## src/rtl/noise_inj_pkg.sv

```systemverilog
// Shared types and constants for noise_injection_ctrl and its saturating adder.
package noise_inj_pkg;

   localparam int DATA_W_DEF  = 16;
   localparam int NOISE_W_DEF = 5;
   localparam int LEN_W_DEF   = 12;
   localparam int WARMUP_DEF  = 32;

   localparam int SHIFT_MAX = DATA_W_DEF - NOISE_W_DEF;

   localparam logic signed [DATA_W_DEF-1:0] SAT_MAX = {1'b0, {(DATA_W_DEF-1){1'b1}}};
   localparam logic signed [DATA_W_DEF-1:0] SAT_MIN = {1'b1, {(DATA_W_DEF-1){1'b0}}};

   typedef enum logic [1:0] {
      IDLE,
      WARMUP,
      RUN,
      FLUSH
   } state_t;

endpackage

```

## src/rtl/noise_inj_sat_add.sv

```systemverilog
// Combinational noise scaling (clamped left shift), widened add and saturation.
module noise_inj_sat_add
   import noise_inj_pkg::*;
#(
   parameter int DATA_W    = DATA_W_DEF,
   parameter int NOISE_W   = NOISE_W_DEF,
   parameter int SHIFT_LIM = SHIFT_MAX
)
(
   input  logic [DATA_W-1:0]  i_data,
   input  logic [NOISE_W-1:0] i_noise,
   input  logic [3:0]         i_shift,
   input  logic               i_bypass,
   output logic [DATA_W-1:0]  o_sum,
   output logic               o_sat
);

   logic [3:0]        w_shiftEff;
   logic [DATA_W-1:0] w_noiseExt;
   logic [DATA_W-1:0] w_noiseSh;
   logic [DATA_W:0]   w_sumWide;

   // Clamping the shift keeps the largest noise sample inside DATA_W bits.
   assign w_shiftEff = (int'(i_shift) > SHIFT_LIM) ? 4'(SHIFT_LIM) : i_shift;
   assign w_noiseExt = {{(DATA_W-NOISE_W){i_noise[NOISE_W-1]}}, i_noise};
   assign w_noiseSh  = i_bypass ? '0 : (w_noiseExt << w_shiftEff);
   assign w_sumWide  = {i_data[DATA_W-1], i_data} + {w_noiseSh[DATA_W-1], w_noiseSh};

   assign o_sat = w_sumWide[DATA_W] ^ w_sumWide[DATA_W-1];
   assign o_sum = !o_sat ? w_sumWide[DATA_W-1:0] :
                  (w_sumWide[DATA_W] ? {1'b1, {(DATA_W-1){1'b0}}} : {1'b0, {(DATA_W-1){1'b1}}});

endmodule

```

## src/rtl/noise_injection_ctrl.sv

```systemverilog
// Per-pulse noise injection sequencer: warm-up, gated pass-through with noise, flush.
// Optional macro NOISE_INJ_STATS_EN enables the saturation counter on o_sat_cnt.
module noise_injection_ctrl
   import noise_inj_pkg::*;
#(
   parameter int DATA_W        = DATA_W_DEF,
   parameter int NOISE_W       = NOISE_W_DEF,
   parameter int LEN_W         = LEN_W_DEF,
   parameter int WARMUP_CYCLES = WARMUP_DEF
)
(
   input  logic               i_clk,
   input  logic               i_rst,
   input  logic               i_start,
   input  logic [LEN_W-1:0]   i_cfg_len,
   input  logic [3:0]         i_cfg_shift,
   input  logic               i_cfg_bypass,
   input  logic [NOISE_W-1:0] i_noise_in,
   input  logic               i_s_valid,
   output logic               o_s_ready,
   input  logic [DATA_W-1:0]  i_s_data,
   output logic               o_m_valid,
   input  logic               i_m_ready,
   output logic [DATA_W-1:0]  o_m_data,
   output logic               o_m_last,
   output logic               o_busy,
   output logic               o_done,
   output logic [15:0]        o_sat_cnt
);

   localparam int WARM_W = (WARMUP_CYCLES > 1) ? $clog2(WARMUP_CYCLES) : 1;

   state_t              r_state;
   logic [LEN_W-1:0]    r_len;
   logic [3:0]          r_shift;
   logic                r_bypass;
   logic [LEN_W-1:0]    r_cnt;
   logic [WARM_W-1:0]   r_warm;
   logic                r_mValid;
   logic [DATA_W-1:0]   r_mData;
   logic                r_mLast;
   logic                r_done;

   logic                w_xfer;
   logic                w_isLast;
   logic                w_startAcc;
   logic [DATA_W-1:0]   w_sum;
   logic                w_sat;

   assign o_s_ready  = (r_state == RUN) && (!r_mValid || i_m_ready);
   assign w_xfer     = i_s_valid && o_s_ready;
   assign w_isLast   = (r_cnt == r_len - LEN_W'(1));
   assign w_startAcc = i_start && (r_state == IDLE);

   assign o_m_valid = r_mValid;
   assign o_m_data  = r_mData;
   assign o_m_last  = r_mLast;
   assign o_busy    = (r_state != IDLE);
   assign o_done    = r_done;

   noise_inj_sat_add #(
      .DATA_W    (DATA_W),
      .NOISE_W   (NOISE_W),
      .SHIFT_LIM (DATA_W - NOISE_W)
   ) u_satAdd (
      .i_data   (i_s_data),
      .i_noise  (i_noise_in),
      .i_shift  (r_shift),
      .i_bypass (r_bypass),
      .o_sum    (w_sum),
      .o_sat    (w_sat)
   );

   always_ff @(posedge i_clk) begin
      if (i_rst) begin
         r_state  <= IDLE;
         r_len    <= '0;
         r_shift  <= '0;
         r_bypass <= 1'b0;
         r_cnt    <= '0;
         r_warm   <= '0;
         r_mValid <= 1'b0;
         r_mData  <= '0;
         r_mLast  <= 1'b0;
         r_done   <= 1'b0;
      end else begin
         r_done <= 1'b0;

         // Output register holds while stalled; drains when downstream takes it.
         if (w_xfer) begin
            r_mValid <= 1'b1;
            r_mData  <= w_sum;
            r_mLast  <= w_isLast;
         end else if (i_m_ready) begin
            r_mValid <= 1'b0;
            r_mLast  <= 1'b0;
         end

         case (r_state)
            IDLE: begin
               if (i_start) begin
                  r_len    <= i_cfg_len;
                  r_shift  <= i_cfg_shift;
                  r_bypass <= i_cfg_bypass;
                  r_cnt    <= '0;
                  r_warm   <= '0;
                  if (i_cfg_len == '0) begin
                     r_done <= 1'b1;
                  end else begin
                     r_state <= WARMUP;
                  end
               end
            end
            WARMUP: begin
               if (r_warm == WARM_W'(WARMUP_CYCLES - 1)) begin
                  r_state <= RUN;
               end else begin
                  r_warm <= r_warm + WARM_W'(1);
               end
            end
            RUN: begin
               if (w_xfer) begin
                  r_cnt <= r_cnt + LEN_W'(1);
                  if (w_isLast) begin
                     r_state <= FLUSH;
                  end
               end
            end
            FLUSH: begin
               if (!r_mValid || i_m_ready) begin
                  r_state <= IDLE;
                  r_done  <= 1'b1;
               end
            end
            default: r_state <= IDLE;
         endcase
      end
   end

`ifdef NOISE_INJ_STATS_EN
   logic [15:0] r_satCnt;

   always_ff @(posedge i_clk) begin
      if (i_rst) begin
         r_satCnt <= '0;
      end else if (w_startAcc) begin
         r_satCnt <= '0;
      end else if (w_xfer && w_sat && (r_satCnt != 16'hFFFF)) begin
         r_satCnt <= r_satCnt + 16'd1;
      end
   end

   assign o_sat_cnt = r_satCnt;
`else
   logic w_unusedSat;
   logic w_unusedStart;

   assign w_unusedSat   = w_sat;
   assign w_unusedStart = w_startAcc;
   assign o_sat_cnt     = '0;
`endif

endmodule
```

## config.mk

```make
export PLATFORM = sky130hd
export DESIGN_NAME = noise_injection_ctrl
export DESIGN_NICKNAME = d
export VERILOG_FILES = /design/src/rtl/noise_inj_pkg.sv /design/src/rtl/noise_inj_sat_add.sv /design/src/rtl/noise_injection_ctrl.sv
export SDC_FILE = /design/constraint.sdc
export NUM_CORES = 1
export LEC_CHECK = 0
export BUFFER_PORTS_ARGS = -buffer_cell sky130_fd_sc_hd__buf_4
export CORE_MARGIN = 10
export CORE_UTILIZATION = 51
export DETAILED_ROUTE_END_ITERATION = 8
export PLACE_DENSITY = 0.77
export SLEW_MARGIN = 25
export SYNTH_ARGS = -nofsm -noshare
export SYNTH_HDL_FRONTEND = slang
export SYNTH_SLANG_ARGS = --single-unit
export TNS_END_PERCENT = 20
```

## constraint.sdc

```tcl
create_clock -name i_clk -period 3.6 [get_ports i_clk]
set_input_delay 0.36 -clock i_clk [delete_from_list [all_inputs] [get_ports i_clk]]
set_output_delay 0.36 -clock i_clk [all_outputs]
set_load 0.005 [all_outputs]
```

# Word-level counts from Yosys, hierarchy flattened
# Index checks and enable logic that the tools add are counted.
[word_totals] register_bits=55 input_bits=43 out_inout_bits=37 elab_cells=67
[classes] addsub=4 magnitude_cmp=1 n_eq_ne=12 shift=1 n_mux=24 bitwise_logic=1 reduce_logical=14
[op_table] operator="2-to-1 mux 16 bit" count=3
[op_table] operator="2-to-1 mux 12 bit" count=2
[op_table] operator="case mux 12 bit (2 select lines)" count=1
[op_table] operator="adder 16 x 16 -> 17 bit" count=1
[op_table] operator="left shift 16 x 4 -> 16 bit" count=1
[op_table] operator="!= test 2 bit (second input constant)" count=7
[op_table] operator="adder 12 x 1 -> 12 bit (second input constant)" count=1
[op_table] operator="equality test 12 bit" count=1
[op_table] operator="logical NOT 12 bit" count=1
[op_table] operator="2-to-1 mux 2 bit" count=6
[op_table] operator="subtractor 12 x 1 -> 12 bit (second input constant)" count=1
[op_table] operator="2-to-1 mux 5 bit" count=2
[op_table] operator="case mux 5 bit (2 select lines)" count=1
[op_table] operator="case mux 2 bit (4 select lines)" count=1
[op_table] operator="nonzero test 2 bit" count=4
[op_table] operator="2-to-1 mux 1 bit" count=6
[op_table] operator="AND reduction 3 bit" count=2
[op_table] operator="AND reduction 6 bit" count=1
[op_table] operator="adder 5 x 1 -> 5 bit (second input constant)" count=1
[op_table] operator="equality test 5 bit (second input constant)" count=1
[op_table] operator="equality test 2 bit (second input constant)" count=2
[op_table] operator="greater-than comparator 4 bit (second input constant)" count=1
[op_table] operator="2-to-1 mux 4 bit" count=1
[op_table] operator="equality test 2 x 1 -> 1 bit (second input constant)" count=1
[op_table] operator="other kinds (7)" count=8

# Depth between registers and ports, before layout
[logic_depth] depth_word=7 mapped_depth=18 mapped_depth_nobuf=15

# Modules after synthesis
# Synthesis repeated with hierarchy kept, for this count alone.
[unflattened] cells_unflattened=526 area_unflattened_um2=4035.1
[by_module_without_submodules] mod="noise_injection_ctrl" n_inst=1 cells_per_inst=346 area_per_inst_um2=2741.4 seq_area_each_um2=1101.1
[by_module_without_submodules] mod="noise_inj_sat_add" n_inst=1 cells_per_inst=180 area_per_inst_um2=1293.7 seq_area_each_um2=0.0

# Least setup slack after synthesis
# OpenSTA, ideal clock, no wires.
[synth_timing] path_type="register -> register" from="register r_shift[2]" to="register r_mData[8], in the netlist o_m_data[8]" setup_ns=0.125 arrival_ns=3.332 t_required_ns=3.475 slack_ns=0.144 stages_incl_launch_ff=18 path_buffers=2 period_less_slack_ns=3.456 path_cell_list="dfxtp_1 > a21oi_1 > mux2i_1 > a21oi_1 > a21oi_1 > nor2_1 > a21oi_1 > nor2_1 > ha_1 > buf_2 > a21o_1 > a21oi_1 > a21o_1 > a41o_1 > clkbuf_1 > nor2_1 > o311ai_1 > nand2_1"
[synth_between] elab_chain_cells=7 word_cells_on_any_way=8 classes_between="add/sub (1); order compare (1); shift (1); mux (4); bitwise (1)"
[synth_lines] item="from (decl)" line="noise_injection_ctrl.sv:35" source="logic [3:0] r_shift;"
[synth_lines] item="from (signal assigned)" line="noise_injection_ctrl.sv:103" source="r_shift <= i_cfg_shift;"
[synth_lines] item="greater-than comparator 4 bit" line="noise_inj_sat_add.sv:24" source="assign w_shiftEff = (int'(i_shift) > SHIFT_LIM) ? 4'(SHIFT_LIM) : i_shift;"
[synth_lines] item="2-to-1 mux 4 bit *" line="noise_inj_sat_add.sv:24"
[synth_lines] item="left shift 16 x 4 -> 16 bit *" line="noise_inj_sat_add.sv:26" source="assign w_noiseSh = i_bypass ? '0 : (w_noiseExt << w_shiftEff);"
[synth_lines] item="2-to-1 mux 16 bit *" line="noise_inj_sat_add.sv:26"
[synth_lines] item="adder 16 x 16 -> 17 bit *" line="noise_inj_sat_add.sv:27" source="assign w_sumWide = {i_data[DATA_W-1], i_data} + {w_noiseSh[DATA_W-1], w_noiseSh};"
[synth_lines] item="2-to-1 mux 16 bit or XOR 1 bit (tied branches)" line="noise_inj_sat_add.sv:31, noise_inj_sat_add.sv:29"
[synth_lines] item="2-to-1 mux 16 bit *" line="noise_inj_sat_add.sv:30" source="assign o_sum = !o_sat ? w_sumWide[DATA_W-1:0] :"
[synth_lines] item="to (signal assigned)" line="noise_injection_ctrl.sv:92" source="r_mData <= w_sum;"
[synth_lines] item="to (decl)" line="noise_injection_ctrl.sv:40" source="logic [DATA_W-1:0] r_mData;"
# Mark *: on every way between the ends. The rest lies on a longest branch, timed or not.
# A chain may end at the register's enable or synchronous reset.

# Worst setup path after layout
[layout_timing] from="register r_shift[3]" to="register r_mData[3], in the netlist o_m_data[3]"
# Same word-level chain as after synthesis.

==> flow_summary.toml <==
[outcome]
status = "finished clean"

[critical_path]
crit_start = "r_shift[3]"
crit_fanout = 14
worstSetupPathType = "register to register"
critPathMaxStageDelay_ns = 0.41
crit_family = "compound AO/OA/AOI/OAI gates"
crit_path_start_kind = "register"
worstPathRequired_ns = 3.79
path_common_cell = "a21oi_1"
endpoint_kind = "register"
timing.rr.start = "r_shift[3]"
worstPathCellList = "a21oi_1, buf_4, mux2i_1, mux2i_1, a21oi_1, nor3_1, ha_1, a21oi_1, o21ai_0, o211ai_1, a41o_4, nor2_1, o311ai_1, nand2_1"
path_buf_inv = 1
cp.arrival_ns = 3.57
cp_slowest_cell = "o211ai_1"

[cells_and_area]
nFillCells = 703
drive_above_1_share_pct = 17.9
diodes = 0
utilization_pct = 61.9
syn_to_final_growth_pct = 16.3
num-nets-final = 670

[route]
maxUsedRoutingLayer = "met4"
drt_iter0_drc = 200
route.detailed.drc = 0
vias_per_cell = 5.63
routed_wl_mm = 10.7
routedWlPerCell_um = 15.2
drtPass1Iterations = 5
vias = 3968
wl_met3_um = 383
wl_met1_mm = 4.97
wl_met2_mm = 5.30
ant_nets = 0

[timing]
period_minus_slack_ns = 3.38
hold_viol = 0
clock.fmax_ghz = 0.296
tightest_slew_ns = 0.760
finalClockSkew_ns = 0.00848
rsz0062_at_grt = "false"
drv_slew = 0
slew_headroom_pct = 49.0
setup_viol = 0
finalCritPeriodShare_pct = 93.8
worst_slack_ns = 0.224
setup_tns_ns = 0

[clock_tree]
cts_max_path_buffers = 2
htreeDepth = 2
cts-root-buf = "clkbuf_8"
clk_latency_ns = 0.31
clk_pin_slew_ns = 0.10
tritoncts = "built"
cts_buffers = 5
cts_hold_buf = 0
cts.sinks = 55

[worst_hold_path]
hp-class = "input port to register"
min_from = "i_cfg_len[6]"

[power_and_ir_drop]
p_total_mw = 2.92
p_per_area_nw_per_um2 = 601
ir_worst_vdd_v = 0.000310
power.leakage_nw = 2.00

[floorplan]
row_count = 32
io_pins = 80
die_area_um2 = 12200
core_um2 = 7850
die_w_um = 111
die_h_um = 111
start_util_pct = 53.3

[global_routing]
grt_first_pass_wirelength_mm = 17.5
grt_use_total_pct = 16.3
overflow = 0
antenna_found_initial = 0
grt_max_degree = 46
grt_pass1_vias = 3842

[logic_synthesis]
synth_top_area_cell = "dfxtp_1"
synth-edff-count = 0
syn_inst = 546
yosys-top-cells-area = "dfxtp_1, ha_1, nand2_1"
yosysSeqAreaShare_pct = 26.3
avgSynthCellArea_um2 = 7.66
ys_types = 64
netlist_area_um2 = 4180
synth_top_area_share_pct = 26.3
ys_ff_latch = 55
synthArstFlopShare_pct = 0
synth_ff_type = "dfxtp_1"
ys_warn_count = 0

[placed_design]
hpwl_mm = 8.35
io_buffers = 63
place_congestion = 0.872
pre_cts_ws_ns = 0.156

[flow_run]
maxCapViolCount = 0
-- flip-flops by register name, summed over array words and instances (netlist names) --
signal     cells
r_bypass       1
r_len         12
r_state        2
o_m_data      16
o_m_valid      1
r_warm         5
r_cnt         12
o_m_last       1
o_done         1
r_shift        4
-- routing by layer --
metal,vias to the layer above,track usage (%)
met4,0,4.40
met3,5,2.54
met1,1836,19.2
li1,2041,-
met2,86,29.5
met5,-,0
-- final timing paths --
check	depth (start not counted)	slack [ns]	to
min	3	0.29	r_len[6]
max reg2reg	14	0.22	o_m_data[3]
max	14	0.22	o_m_data[3]
min reg2reg	2	0.47	r_shift[0]
-- synth_stat cells (all sizes together), types with 10 or more instances --
cell type   n
a211oi     12
a21oi      53
a311oi     10
buf        23
clkbuf     18
dfxtp      55
ha         24
inv        16
nand2      70
nand2b     13
nor2       65
nor3       12
o21ai      17
xnor2      21
xor2       13
-- report_power, final --
part	switching (mW)	total (mW)	internal (mW)	leakage (nW)
clock network	0.201	0.335	0.134	0.0477
logic	1.04	1.79	0.748	1.51
registers	0.0965	0.795	0.698	0.447
total	1.34	2.92	1.58	2.00
-- worst min-delay path: stages --
cell,delay (ns)
buf_4,0.11
nand2_1,0.05
a21oi_1,0.05
-- cell type report --
type | instances | area (um2) | share of cell area [%]
Sequential cell | 55 | 1100 | 22.7
Tap cell | 102 | 128 | 2.63
Multi-Input combinational cell | 449 | 2930 | 60.2
Clock buffer | 5 | 68.8 | 1.42
Inverter | 16 | 60.1 | 1.24
Timing Repair Buffer | 75 | 563 | 11.6
Clock inverter | 3 | 15.0 | 0.309
-- layout by cell type (no fill, tap or decap), types with 4 or more instances in the layout --
cell type   n
and4_1      4
and3_1      9
a311oi_1   10
o21ai_1     5
mux2i_1     7
a211oi_1    9
o21ai_0    10
clkbuf_8    5
nor4_1      5
xnor2_1    21
a21o_1      7
nand3_1     9
nand2_1    70
nor3_1     11
nand3b_1    9
buf_4      75
dfxtp_1    55
inv_1      16
conb_1     16
xor2_1     13
o311ai_1    6
nor2_1     65
a31oi_1     7
a21oi_1    50
nand4_1     4
o31ai_1     8
nand2b_1   13
nor2b_1     6
ha_1       22
-- through the flow --
step | hold WS [ns] | cells | area [um2]
floorplan | 0.436 | 561 | 4240
global placement | 0.456 | 693 | 4660
detailed placement | 0.458 | 693 | 4660
CTS | 0.293 | 701 | 4740
global route | 0.293 | 705 | 4860
finish | 0.292 | 705 | 4860
-- logic make-up after synthesis --
family | count (synthesis) | synth area share, %
AND/OR/NAND/NOR | 223 | 26.5
adder cells (fa/ha/maj) | 25 | 7.66
AO/OA/AOI/OAI | 142 | 22.9
other | 1 | 0.0897
buffers and inverters | 57 | 7.12
XOR/XNOR | 34 | 7.12
flip-flops | 55 | 26.3
multiplexers | 9 | 2.21
-- timing repair --
action / 4_1_cts / 5_1_grt
resized for setup: 0 / 15
buffers inserted: 0 / 4
endpoints found under the setup margin: 0 / 15
No activity file was read; power rests on OpenSTA's default activity.
